## src/rtl/alu_arbiter.sv

```systemverilog
// rtl/alu_arbiter.sv - round-robin arbiter sharing one combinational ALU between two requesters
//
// Ports:
//   clock, reset                 rising-edge clock, synchronous active-high reset
//   req_valid_x / req_ready_x    request handshake per requester (x = 0, 1)
//   req_func_x, req_a_x, req_b_x ALU function code and operands per requester
//   resp_valid_x / resp_ready_x  response handshake per requester
//   resp_data                    registered result, shared, qualified by resp_valid_x
//   alu_func, alu_in1, alu_in2   registered operands driven to the external ALU
//   alu_result                   combinational ALU output
//   busy                         high whenever an operation is in flight
//   ops_done                     completed-operation counter (wraps)
module alu_arbiter #(
    parameter int WIDTH      = 32,
    parameter int FUNC_WIDTH = 4,
    parameter int CNT_WIDTH  = 16
) (
    input  logic                  clock,
    input  logic                  reset,
    input  logic                  req_valid_0,
    input  logic                  req_valid_1,
    output logic                  req_ready_0,
    output logic                  req_ready_1,
    input  logic [FUNC_WIDTH-1:0] req_func_0,
    input  logic [FUNC_WIDTH-1:0] req_func_1,
    input  logic [WIDTH-1:0]      req_a_0,
    input  logic [WIDTH-1:0]      req_a_1,
    input  logic [WIDTH-1:0]      req_b_0,
    input  logic [WIDTH-1:0]      req_b_1,
    output logic                  resp_valid_0,
    output logic                  resp_valid_1,
    input  logic                  resp_ready_0,
    input  logic                  resp_ready_1,
    output logic [WIDTH-1:0]      resp_data,
    output logic [FUNC_WIDTH-1:0] alu_func,
    output logic [WIDTH-1:0]      alu_in1,
    output logic [WIDTH-1:0]      alu_in2,
    input  logic [WIDTH-1:0]      alu_result,
    output logic                  busy,
    output logic [CNT_WIDTH-1:0]  ops_done
);

    typedef enum logic [1:0] {
        IDLE = 2'd0,
        EXEC = 2'd1,
        RESP = 2'd2
    } state_t;

    state_t                state;
    state_t                next_state;

    logic [FUNC_WIDTH-1:0] op_func;
    logic [WIDTH-1:0]      op_a;
    logic [WIDTH-1:0]      op_b;
    logic [WIDTH-1:0]      result;
    logic                  owner;
    logic                  last_grant;

    logic                  grant_valid;
    logic                  grant_sel;
    logic                  accept;
    logic                  owner_ready;

    // Arbitration and handshake outputs. A lone requester always wins;
    // on contention the port that did not win last time is chosen.
    always_comb begin
        grant_valid  = req_valid_0 | req_valid_1;
        grant_sel    = (req_valid_0 & req_valid_1) ? ~last_grant : req_valid_1;
        owner_ready  = owner ? resp_ready_1 : resp_ready_0;
        accept       = 1'b0;
        next_state   = state;
        req_ready_0  = 1'b0;
        req_ready_1  = 1'b0;
        resp_valid_0 = 1'b0;
        resp_valid_1 = 1'b0;
        case (state)
            IDLE: begin
                if (grant_valid) begin
                    accept      = 1'b1;
                    req_ready_0 = ~grant_sel;
                    req_ready_1 = grant_sel;
                    next_state  = EXEC;
                end
            end
            EXEC: begin
                next_state = RESP;
            end
            RESP: begin
                resp_valid_0 = ~owner;
                resp_valid_1 = owner;
                // Only the owner's ready can retire the response.
                if (owner_ready) begin
                    next_state = IDLE;
                end
            end
            default: begin
                next_state = IDLE;
            end
        endcase
    end

    always_ff @(posedge clock) begin
        if (reset) begin
            state <= IDLE;
        end else begin
            state <= next_state;
        end
    end

    always_ff @(posedge clock) begin
        if (reset) begin
            op_func    <= '0;
            op_a       <= '0;
            op_b       <= '0;
            result     <= '0;
            owner      <= 1'b0;
            last_grant <= 1'b1;
            ops_done   <= '0;
        end else begin
            if (accept) begin
                op_func    <= grant_sel ? req_func_1 : req_func_0;
                op_a       <= grant_sel ? req_a_1 : req_a_0;
                op_b       <= grant_sel ? req_b_1 : req_b_0;
                owner      <= grant_sel;
                last_grant <= grant_sel;
            end
            if (state == EXEC) begin
                result <= alu_result;
            end
            if ((state == RESP) && owner_ready) begin
                ops_done <= ops_done + {{(CNT_WIDTH-1){1'b0}}, 1'b1};
            end
        end
    end

    // The ALU sees only registered operands, so its inputs stay stable
    // from accept until the next accept.
    assign alu_func  = op_func;
    assign alu_in1   = op_a;
    assign alu_in2   = op_b;
    assign resp_data = result;
    assign busy      = (state != IDLE);

endmodule

```

## config.mk

```make
export PLATFORM = sky130hd
export DESIGN_NAME = alu_arbiter
export DESIGN_NICKNAME = d
export VERILOG_FILES = /design/src/rtl/alu_arbiter.sv
export SDC_FILE = /design/constraint.sdc
export NUM_CORES = 1
export LEC_CHECK = 0
export CORE_ASPECT_RATIO = 0.7
export CORE_MARGIN = 2
export CORE_UTILIZATION = 36
export CTS_CLUSTER_SIZE = 30
export DETAILED_ROUTE_END_ITERATION = 8
export PLACE_DENSITY_LB_ADDON = 0.05
export SLEW_MARGIN = 20
export SYNTH_ARGS = -nofsm -noshare
export SYNTH_HDL_FRONTEND = slang
export SYNTH_SLANG_ARGS = --single-unit
```

## constraint.sdc

```tcl
create_clock -name clock -period 3 [get_ports clock]
set_input_delay 0.9 -clock clock [delete_from_list [all_inputs] [get_ports clock]]
set_output_delay 0.9 -clock clock [all_outputs]
set_load 0.005 [all_outputs]
```

Word level (Yosys, flattened, before mapping) --
Cells that the tools add are included.
Storage, ports and cells: bits in registers 120, bits in latches 0, memory bits (writable) 0, ROM bits 0, logic and storage cells 38, memories kept 0
Cells by class: add/sub/neg operators 1, multiply operators 0, div/mod/pow operators 0, order comparisons 0, equal/unequal tests 4, shift operators 0, mux-type cells 16, bitwise gates (word level) 5, reductions and logical operators 4
Operator list (number):
- $mux W32 | 2
- $add A16 B1 Y16 const B | 1
- $mux W1 | 10
- $pmux W2 S3 | 1
- $mux W2 | 2
- $mux W4 | 1
- $ne A2 B2 Y1 const B | 2
- $not A1 Y1 | 3
- $eq A2 B1 Y1 const B | 1
- $eq A2 B2 Y1 const B | 1
- $logic_not A2 Y1 | 1
- $reduce_and A2 Y1 | 1
- $reduce_bool A2 Y1 | 1
- $and A1 B1 Y1 | 1
- $logic_and A1 B1 Y1 | 1
- $or A1 B1 Y1 | 1

Depth between registers and ports, before layout --
depth in word-level cells 5, gate-level depth with buffers 7

Worst setup path before layout --
Ideal clock, no wire load.
path type in2out, from input port req_valid_1, to output port req_ready_1, data arrival time 1743 ps, required time 2100 ps, slack 357 ps, stages 5, buffers on the path 3, path through a21boi_0 -> buf_2 -> and2_1 -> buf_2 -> buf_2
Between the ends: word-level cells in the longest chain between the ends 4, elaborated cells between the ends (all ways) 5, those cells by class mux (3); bitwise (2)
Ends and longest elaborated chain:
- start: declaration | line 21 | input logic req_valid_1,
- $and A1 B1 Y1 | line 68 | grant_sel = (req_valid_0 & req_valid_1) ? ~last_grant : req_valid_1;
- $mux W1 | line 68
- $mux W1 (*) | line 78 | if (grant_valid) begin
- $mux W1 (*) | line 76 | case (state)
- end: declaration | line 23 | output logic req_ready_1,
Every way passes the cells marked *; elsewhere a longest branch is shown, timed or not.

Worst setup path after layout --
from input port req_valid_0, to output port req_ready_1
Between the ends: word-level cells in the longest chain between the ends 4, elaborated cells between the ends (all ways) 5, those cells by class mux (3); bitwise (2)
Ends and longest elaborated chain:
- start: declaration | line 20 | input logic req_valid_0,
- $and A1 B1 Y1 | line 68
- $mux W1 | line 68
- $mux W1 (*) | line 78
- $mux W1 (*) | line 76
Marked as above.

==> results.json <==
{
  "grt_pass1_vias": 5124,
  "ant_nets": 0,
  "globalRouteMet3Util_pct": 8.534,
  "die_x_um": 138.6,
  "final-hold-violation-count": 0,
  "synthXorXnorAreaFrac_pct": 1.727,
  "ys_seq_area_share_pct": 52.63,
  "antenna_found_initial": 0,
  "synth_area_leaders": "dfxtp_1 (53%), a222oi_1 (11%), nor2_1 (7.1%)",
  "cp.buffers_inverters": 2,
  "synth_compound_area_share_pct": 19.44,
  "syn_nets": 673,
  "most-common-layout-cells": "clkdlybuf4s50_1 (291), dfxtp_1 (120), nor2_1 (86), nand2_1 (67), a222oi_1 (51)",
  "synth_seq_cells": 120,
  "crit_fanout": 3,
  "cellPowerDensity_mw_per_mm2": 589.0,
  "dp_hpwl_mm": 11.67,
  "place_ws_ns": -0.1488,
  "fin_util_pct": 66.86,
  "max-cap-violations": 0,
  "clk_pin_slew_ns": 0.06,
  "cts.sinks": 120,
  "swShare_pct": 23.31,
  "synth_top_area_share_pct": 52.63,
  "die_area_mm2": 0.01361,
  "grt_pass1_wl_mm": 25.91,
  "busiest_layer": "met2",
  "clock.fmax_mhz": 346.3,
  "cts_buffers": 17,
  "cp_data_required_time_ns": 2.10,
  "yosys.area_share.simple_pct": 17.43,
  "io_pins": 295,
  "gp_congestion": 0.8382,
  "cp_cell_sequence": "dlygate4sd2_1 > a21boi_2 > and2_2 > clkdlybuf4s50_1",
  "slew_headroom_pct": 59.57,
  "grt.total_usage_pct": 23.81,
  "worst_path_largest_cell_delay_ns": 0.50,
  "tns_ns": 0,
  "peakVddDrop_uv": 374.3,
  "status": "finished, final reports clean",
  "floorplan.initialDensity_pct": 36.87,
  "synthMuxAreaShare_pct": 4.441,
  "dr.first_iter.drc_count": 462,
  "final_layout_size_suffix_gt1_share_pct": 6.329,
  "cts_max_level": 4,
  "maxSlewViolCount": 0,
  "syn_inst": 498,
  "synth.avg_cell_area_um2": 9.165,
  "holdBufCountCts": 0,
  "netlist.top_cell.by_area": "dfxtp_1",
  "fin_skew_ns": 0.01507,
  "end_kind": "primary output",
  "grt_use_met1_pct": 26.57,
  "worstSkewPairLatency_ns": 0.40,
  "antenna_cells": 0,
  "synth_top_family_by_area": "compound AO/OA/AOI/OAI gates",
  "path_delay_family": "buffers and inverters",
  "grt.overflow.total": 0,
  "clock_path_buffers": 2,
  "rsz0062_at_grt": "false",
  "arrival_ns": 1.99,
  "tightest_slew_ns": 0.6065,
  "cts_root_buf": "clkbuf_16",
  "via_count": 5006,
  "synth_cell_types": 34,
  "area_growth_pct": 81.33,
  "critPathKind": "in2out",
  "internal-power_mw": 3.739,
  "p_leak_nw": 3.040,
  "grtUsageMet2_pct": 41.77,
  "core_region_area_mm2": 0.01238,
  "cp_slowest_cell": "clkdlybuf4s50_1",
  "rows": 34,
  "syn-cell-area_mm2": 0.004564,
  "finalCritPeriodShare_pct": 96.27,
  "synthAdderAreaFrac_pct": 0.2741,
  "crit_path_start_kind": "primary input",
  "io_buffers": 294,
  "first_pass_iters": 9,
  "drc": 0,
  "finalWirelength_mm": 16.66,
  "finalWorstPathRequiredPeriod_ns": 2.888,
  "hold_path.class": "reg2reg",
  "clockPowerShare_pct": 43.6,
  "power_frac_comb_pct": 19.5,
  "power_frac_seq_pct": 37.0,
  "ys_warn_count": 0,
  "viasPerCell": 5.258,
  "grt_max_degree": 81,
  "cts_tree": "yes",
  "layout_commonest_cell": "clkdlybuf4s50_1",
  "post_drt_wl_per_cell_um": 17.50,
  "num-fill-cells": 975,
  "whs_ns": 0.4546,
  "switchingPower_mw": 1.136,
  "fin_ws_ns": 0.1120,
  "die_h_um": 98.21,
  "final_nets": 954,
  "setup-violations-final": 0
}
## synthesized netlist by cell type (all sizes together)
library cell / number
a211o: 1
o21a: 1
mux2i: 18
xnor2: 8
and2: 2
clkbuf: 30
a21oi: 39
nand4b: 2
dfxtp: 120
buf: 14
or3: 5
a21boi: 1
a222oi: 51
nand2: 67
nand2b: 3
nor2b: 4
ha: 1
or4: 1
nor4b: 2
and3: 2
nor3: 2
o21ai: 6
a211oi: 17
inv: 1
mux2: 2
nor3b: 2
nand3: 5
nor4: 2
nor2: 86
xor2: 1
nand4: 2
## metrics by stage
| stage | power [mW] | std cells | area, µm² |
|---|---|---|---|
| after floorplan | 2.183 | 498 | 4564 |
| after global placement | 2.759 | 921 | 7654 |
| after detailed placement | 2.779 | 921 | 7654 |
| after CTS | 4.920 | 952 | 8277 |
| after global routing | 5.082 | 952 | 8277 |
| final | 4.875 | 952 | 8277 |
## timing repair
item                       CTS  global route
setup endpoints to repair    2             0
buffers inserted             1             0
gates resized for setup      2             0
## power by group through the flow
stage	logic [mW]	clock network, mW	registers, mW
6_report	0.949	2.12	1.80
5_1_grt	1.03	2.24	1.82
4_1_cts	0.957	2.16	1.80
3_5_place_dp	0.949	0	1.83
3_3_place_gp	0.933	0	1.83
2_1_floorplan	0.348	0	1.84
## cell type report
cell class                 instances  area (µm²)  share of cell area, %
clock buffer                      21       470.5                  5.684
timing repair buffer             306        3053                  36.89
tap                              162       202.7                  2.449
multi-input combinational        333        1997                  24.13
inverter                           1       3.754                0.04535
sequential                       120        2402                  29.02
clock inverter                     9       147.6                  1.784
## layer usage
metal / wire length (µm) / part of all wire (%)
met1: 6390 / 38
met2: 8473 / 51
met5: 0 / 0
met3: 1411 / 8.5
met4: 389 / 2.3
## sequential cells by signal, summed over array words and instances, names as in the netlist
signal / cells
alu_func: 4
owner: 1
state: 2
alu_in2: 32
last_grant: 1
ops_done: 16
resp_data: 32
alu_in1: 32
## logic make-up (layout without fill, tap and decap cells)
| logic type | Yosys count | after routing |
|---|---|---|
| AND/OR/NAND/NOR | 187 | 187 |
| buffers and inverters | 45 | 337 |
| XOR/XNOR | 9 | 9 |
| flip-flops | 120 | 120 |
| AO/OA/AOI/OAI | 116 | 116 |
| multiplexers | 20 | 20 |
| adder cells (fa/ha/maj) | 1 | 1 |
## worst paths after layout
| path | startpoint | end | slack, ns | cells after the start |
|---|---|---|---|---|
| worst max-delay path | req_valid_0 | req_ready_1 | 0.11 | 4 |
| worst min register to register | resp_data[31] | resp_data[31] | 0.45 | 2 |
| worst min-delay path | resp_data[31] | resp_data[31] | 0.45 | 2 |
| worst max register to register | state[1] | alu_in2[25] | 1.00 | 5 |
## tightest hold or removal path, cell delays in order, from the launching register on
cell and delay [ns]:
dfxtp_1 0.30, nand2_1 0.05, a21oi_1 0.05
No activity file was read; power rests on OpenSTA's default activity.
